--- config.mk ---
export PLATFORM = sky130hd
export DESIGN_NAME = change_dispenser_ctrl
export DESIGN_NICKNAME = d
export VERILOG_FILES = /design/src/rtl/change_dispenser_ctrl.sv
export SDC_FILE = /design/constraint.sdc
export NUM_CORES = 1
export LEC_CHECK = 0
export ABC_AREA = 1
export CAP_MARGIN = 40
export CORE_UTILIZATION = 35
export DETAILED_ROUTE_END_ITERATION = 16
export GPL_TIMING_DRIVEN = 1
export SLEW_MARGIN = 20
export SYNTH_ARGS = -nofsm -noshare
export SYNTH_HDL_FRONTEND = slang
export SYNTH_SLANG_ARGS = --single-unit
--- constraint.sdc ---
create_clock -name clk -period 3.16 [get_ports clk]
set_clock_uncertainty 0.2 [all_clocks]
set_input_delay 0.632 -clock clk [delete_from_list [all_inputs] [get_ports clk]]
set_output_delay 0.632 -clock clk [all_outputs]
set_load 0.02 [all_outputs]
--- src/rtl/change_dispenser_ctrl.sv ---
// Coin-return sequencer: pays a change amount one coin at a time
// using greedy 10/5/1 selection, tracks per-coin stock, flags faults.
module change_dispenser_ctrl #(
   parameter int AMT_W       = 8,
   parameter int STOCK_W     = 8,
   parameter int INIT_STOCK  = 20,
   parameter int GAP_CYC     = 2,
   parameter int TIMEOUT_CYC = 64
) (
   input  logic               clk,
   input  logic               clear_n,
   input  logic               req_valid,
   output logic               req_ready,
   input  logic [AMT_W-1:0]   req_amount,
   output logic [2:0]         eject,
   input  logic               eject_done,
   input  logic               refill_valid,
   input  logic [1:0]         refill_sel,
   input  logic [STOCK_W-1:0] refill_count,
   output logic [2:0]         stock_empty,
   output logic               busy,
   output logic               done,
   output logic [AMT_W-1:0]   short_amt,
   output logic               fault
);

   typedef enum logic [2:0] {
      S_IDLE,
      S_SELECT,
      S_EJECT,
      S_GAP,
      S_DONE
   } state_t;

   localparam int TMR_W = $clog2(TIMEOUT_CYC + 1);
   localparam int GAP_W = $clog2(GAP_CYC + 1);

   localparam logic [TMR_W-1:0] TMR_LAST = TMR_W'(TIMEOUT_CYC - 1);
   localparam logic [GAP_W-1:0] GAP_LAST = GAP_W'(GAP_CYC - 1);

   localparam logic [AMT_W-1:0] TEN  = AMT_W'(10);
   localparam logic [AMT_W-1:0] FIVE = AMT_W'(5);
   localparam logic [AMT_W-1:0] ONE  = AMT_W'(1);

   localparam logic [STOCK_W-1:0] STOCK_RST = STOCK_W'(INIT_STOCK);

   state_t state_q;
   state_t state_d;

   logic [AMT_W-1:0]   rem_q;
   logic [2:0]         sel_q;
   logic [2:0]         sel_d;
   logic [AMT_W-1:0]   coin_val;
   logic [TMR_W-1:0]   tmr_q;
   logic [GAP_W-1:0]   gap_q;
   logic [AMT_W-1:0]   short_q;
   logic               fault_q;
   logic [STOCK_W-1:0] stock_q [3];
   logic [STOCK_W-1:0] stock_d [3];
   logic [STOCK_W:0]   sum     [3];

   logic accept;
   logic paid;
   logic tmo;
   logic gap_end;
   logic to_done;

   assign accept  = req_valid && (state_q == S_IDLE);
   assign paid    = (state_q == S_EJECT) && eject_done;
   assign tmo     = (state_q == S_EJECT) && !eject_done
                    && (tmr_q == TMR_LAST);
   assign gap_end = (state_q == S_GAP) && (gap_q == GAP_LAST);
   assign to_done = ((state_q == S_SELECT) && (sel_d == 3'b000))
                    || tmo;

   // Greedy pick: largest coin that fits the remainder and is in stock
   always_comb begin
      sel_d = 3'b000;
      if (rem_q >= TEN && stock_q[2] != '0)
         sel_d = 3'b100;
      else if (rem_q >= FIVE && stock_q[1] != '0)
         sel_d = 3'b010;
      else if (rem_q >= ONE && stock_q[0] != '0)
         sel_d = 3'b001;
   end

   // Face value of the coin currently being ejected
   always_comb begin
      coin_val = '0;
      unique case (1'b1)
         sel_q[2]: coin_val = TEN;
         sel_q[1]: coin_val = FIVE;
         sel_q[0]: coin_val = ONE;
         default:  coin_val = '0;
      endcase
   end

   // State register
   always_ff @(posedge clk or negedge clear_n) begin
      if (!clear_n)
         state_q <= S_IDLE;
      else
         state_q <= state_d;
   end

   // Next-state logic
   always_comb begin
      state_d = state_q;
      unique case (state_q)
         S_IDLE:
            if (accept)
               state_d = S_SELECT;
         S_SELECT:
            if (sel_d == 3'b000)
               state_d = S_DONE;
            else
               state_d = S_EJECT;
         S_EJECT:
            if (eject_done)
               state_d = S_GAP;
            else if (tmo)
               state_d = S_DONE;
         S_GAP:
            if (gap_end)
               state_d = S_SELECT;
         S_DONE:
            state_d = S_IDLE;
         default:
            state_d = S_IDLE;
      endcase
   end

   // Outputs decoded from state; eject falls as soon as reset hits
   always_comb begin
      eject     = (state_q == S_EJECT) ? sel_q : 3'b000;
      done      = (state_q == S_DONE);
      busy      = (state_q != S_IDLE);
      req_ready = (state_q == S_IDLE);
      short_amt = short_q;
      fault     = fault_q;
      for (int i = 0; i < 3; i++)
         stock_empty[i] = (stock_q[i] == '0);
   end

   // Remainder, latched coin choice and the eject / gap timers
   always_ff @(posedge clk or negedge clear_n) begin
      if (!clear_n) begin
         rem_q <= '0;
         sel_q <= 3'b000;
         tmr_q <= '0;
         gap_q <= '0;
      end else begin
         if (accept)
            rem_q <= req_amount;
         else if (paid)
            rem_q <= rem_q - coin_val;
         if (state_q == S_SELECT)
            sel_q <= sel_d;
         if (state_q == S_EJECT)
            tmr_q <= tmr_q + 1'b1;
         else
            tmr_q <= '0;
         if (state_q == S_GAP)
            gap_q <= gap_q + 1'b1;
         else
            gap_q <= '0;
      end
   end

   // Result registers hold from DONE until the next accept
   always_ff @(posedge clk or negedge clear_n) begin
      if (!clear_n) begin
         short_q <= '0;
         fault_q <= 1'b0;
      end else if (accept) begin
         short_q <= '0;
         fault_q <= 1'b0;
      end else begin
         if (tmo)
            fault_q <= 1'b1;
         if (to_done)
            short_q <= rem_q;
      end
   end

   // Stock update: refill and payout may hit one counter together
   always_comb begin
      for (int i = 0; i < 3; i++) begin
         sum[i] = {1'b0, stock_q[i]};
         if (refill_valid && refill_sel == 2'(i))
            sum[i] = sum[i] + {1'b0, refill_count};
         if (paid && sel_q[i])
            sum[i] = sum[i] - (STOCK_W+1)'(1);
         stock_d[i] = sum[i][STOCK_W] ? '1 : sum[i][STOCK_W-1:0];
      end
   end

   // Stock registers
   always_ff @(posedge clk or negedge clear_n) begin
      if (!clear_n) begin
         for (int i = 0; i < 3; i++)
            stock_q[i] <= STOCK_RST;
      end else begin
         for (int i = 0; i < 3; i++)
            stock_q[i] <= stock_d[i];
      end
   end

endmodule

==> summary.md <==
| Metric | Value |
|---|---|
| Outcome | `finished, violations left` |
| Violated checks | `negative hold slack` |
| Tightest Hold Check Type | `input pin to asynchronous set/reset pin` |
| Vias in the first global route | `4,437` |
| Initial antenna violation count | `0` |
| Crit path launch type | `input pin` |
| Final core utilization | `44.1%` |
| Maximum clock frequency | `344 MHz` |
| Hold_ws | `-2.40 ps` |
| Clk sinks | `56` |
| Post-route ant nets | `0` |
| Drt wl/cell | `12.4 um` |
| Total die area | `14,300 um2` |
| Core area | `13,400 um2` |
| Die X | `120 um` |
| Fill cells | `1,388` |
| Vias per cell | `4.72` |
| Seq/Total Area, Yosys | `29.1%` |
| Max Used Layer | `met4` |
| Worst-Margin Slew | `490 ps` |
| Final hold violation count | `5` |
| Postcts setup bufs | `0` |
| Clock Tree Buf Depth | `2` |
| Reg clk slew, reported paths | `80 ps` |
| Crit path max fanout | `7` |
| Sum Neg Setup Slack | `0 ps` |
| RSZ-0062 raised after global routing | `false` |
| Diode count | `0` |
| # port buffers | `40` |
| Total wire length | `12,200 um` |
| Setup crit end kind | `flop` |
| Placed Cells incl. Taps | `976` |
| Dpl hpwl | `9910 um` |
| R2R Setup Slk | `510 ps` |
| Wl on met1 | `6220 um` |
| Worst slew margin | `67.0%` |
| FP Rows | `42` |
| GRT Total Usage | `17.8%` |
| Fin crit share | `91.9%` |
| Flops & latches, synth | `56` |
| Largest net degree at the start of global routing | `31` |
| Mapped Area | `4850 um2` |
| Register area | `1410 um2` |
| Metal2 WL | `5410 um` |
| Avg Synthesized Cell Area | `6.69 um2` |
| CTS tree | `done` |
| TritonRoute pass-1 iters | `5` |
| First-pass GRT wire length | `20,600 um` |
| LEAKAGE | `3.10 nW` |
| Routability congestion estimate | `0.870` |
| Final net count | `867` |
| Ports | `41` |
| Post-synth ARST share | `100%` |
| Root Buffer | `clkbuf_16` |
| H-tree Lvls | `2` |
| Final Setup Violations | `0` |
| Gr ovfl total | `0` |
| Yosys warns | `0` |
| Initial core utilization | `36.2%` |
| Routed wl met3 | `366 um` |
| Multi-input logic area | `2960 um2` |
| Via count | `4,646` |
| Area grow syn2layout | `22.0%` |
| Share of post-route cells with drive strength above 1 | `12.0%` |
| Main synth FF type | `dfrtp_1` |
| Worst EP required | `3140 ps` |
| DRC | `0` |
| Hold-fix buffers at CTS | `0` |
| Post-synth cell types | `43` |
| Final cell count without fillers | `984` |
| WP data arrival | `2880 ps` |
| Post-synth EDFFs | `0` |
| Slew Limit Fails | `0` |
| Max-cap violations | `0` |
| PD cells | `781 nW/um2` |
| CTS Buf Count | `5` |
| Minimum clock period | `2900 ps` |
| Initial DRC count | `248` |
| Worst ir drop on vdd | `0.000426 V` |
| Setup CP Type | `input pin to flop` |
| Clock latency on the worst-skew pair | `300 ps` |
| Die span in y | `120 um` |
| Syn nets | `785` |
| Gate Count Post-Synth | `725` |
placed cells by master (no fill, tap or decap), types with 2 or more instances in the layout:
cell,count
a21oi_1,19
xnor2_1,4
clkbuf_8,2
nor2_2,13
o31ai_1,3
nor2_1,73
clkdlybuf4s50_1,37
nand3b_1,3
nor3_1,5
a22oi_1,2
dfrtp_1,50
nand3_1,78
nand2_2,6
nand2_1,210
a21boi_0,2
inv_2,3
nor2b_1,2
nand4_1,19
ha_1,33
or2_2,4
fa_1,4
a31oi_1,2
xor2_1,12
buf_4,41
clkbuf_16,5
inv_1,114
dfstp_2,6
nor4_1,4
nand3_2,8
o21ai_0,21
o211ai_1,4
nor2_4,2
layout make-up:
cell class	count	area share, %
tap	176	3.72
multi-input combinational	546	50.0
clock inverter	1	0.508
sequential	56	23.8
inverter	117	7.43
clock buffer	7	2.58
timing repair buffer	81	11.9
per-layer routing:
metal,vias to the layer above,global-route usage [%]
li1,2497,-
met2,85,29.7
met3,12,1.66
met5,-,0
met1,2052,24.4
met4,0,5.23
kinds of logic (layout without fill, tap and decap cells):
group / Yosys count / in the layout / synth area share (%)
compound gates: 59 / 59 / 7.00
xor+xnor: 16 / 16 / 2.89
fa+ha+maj: 37 / 37 / 10.2
buf+inv: 123 / 206 / 9.99
flops: 56 / 56 / 29.1
simple gates: 434 / 434 / 40.9
path summary, 6_finish.rpt:
path                       cells after the start             from           to
max in group asynchronous                      2          clear_n  stock_q[20]
min                                            1          clear_n     gap_q[0]
min in group clk                               1         gap_q[0]     gap_q[0]
min reg2reg                                    1         gap_q[0]     gap_q[0]
max                                           16  refill_count[0]   stock_q[0]
max reg2reg                                   15       stock_q[0]   stock_q[0]
Yosys cell counts, types with 5 or more instances:
master / count / area (um2)
xor2_1: 12 / 105
ha_1: 33 / 413
inv_1: 115 / 432
dfrtp_1: 50 / 1250
nand4_1: 19 / 119
nand3_1: 78 / 390
nor2_1: 73 / 274
a21oi_1: 19 / 95.1
nor3_1: 5 / 25.0
nand2_1: 210 / 788
nand3_2: 8 / 80.1
o21ai_0: 21 / 105
nor2_2: 13 / 81.3
nand2_2: 7 / 43.8
dfstp_2: 6 / 158
through the flow:
stage / power [mW] / hold slack (ps) / worst slack, ps / instance area (um2)
after floorplan: 3.19 / 136 / 438 / 4850
after global placement: 3.91 / 225 / -294 / 5730
after detailed placement: 3.93 / 239 / -326 / 5730
after CTS: 4.63 / 3.92 / 71.9 / 5910
after global routing: 5.13 / 7.57 / 56.1 / 5910
final: 4.62 / -2.40 / 255 / 5910
flip-flops by register name, indices dropped and copies added, names as in the netlist:
signal	flops
stock_q	24
rem_q	8
gap_q	2
tmr_q	7
short_amt	8
state_q	3
fault	1
sel_q	3
power breakdown:
| group | internal (mW) | total, mW | leakage [nW] | switching, mW |
|---|---|---|---|---|
| sequential | 0.990 | 1.24 | 0.677 | 0.254 |
| clock | 0.418 | 0.683 | 0.0901 | 0.264 |
| combinational | 1.08 | 2.69 | 2.33 | 1.61 |
| total | 2.49 | 4.62 | 3.10 | 2.13 |
repair_timing:
action | in CTS | in global routing
setup endpoints to repair | 10 | 20
gates resized for setup | 1 | 3
pin swaps | 0 | 3
gates cloned | 0 | 0
critical path, stage by stage:
cell,delay (ps)
dlygate4sd2_1,280
ha_1,190
inv_1,50
fa_1,470
nand4_1,120
nand2_1,120
ha_1,170
inv_1,50
nor2_2,110
nand2_1,60
nor2_1,90
nand2_1,80
nor2_2,130
nand4_1,100
nand2_2,150
nand2_1,70
No activity file was read; power rests on OpenSTA's default activity.
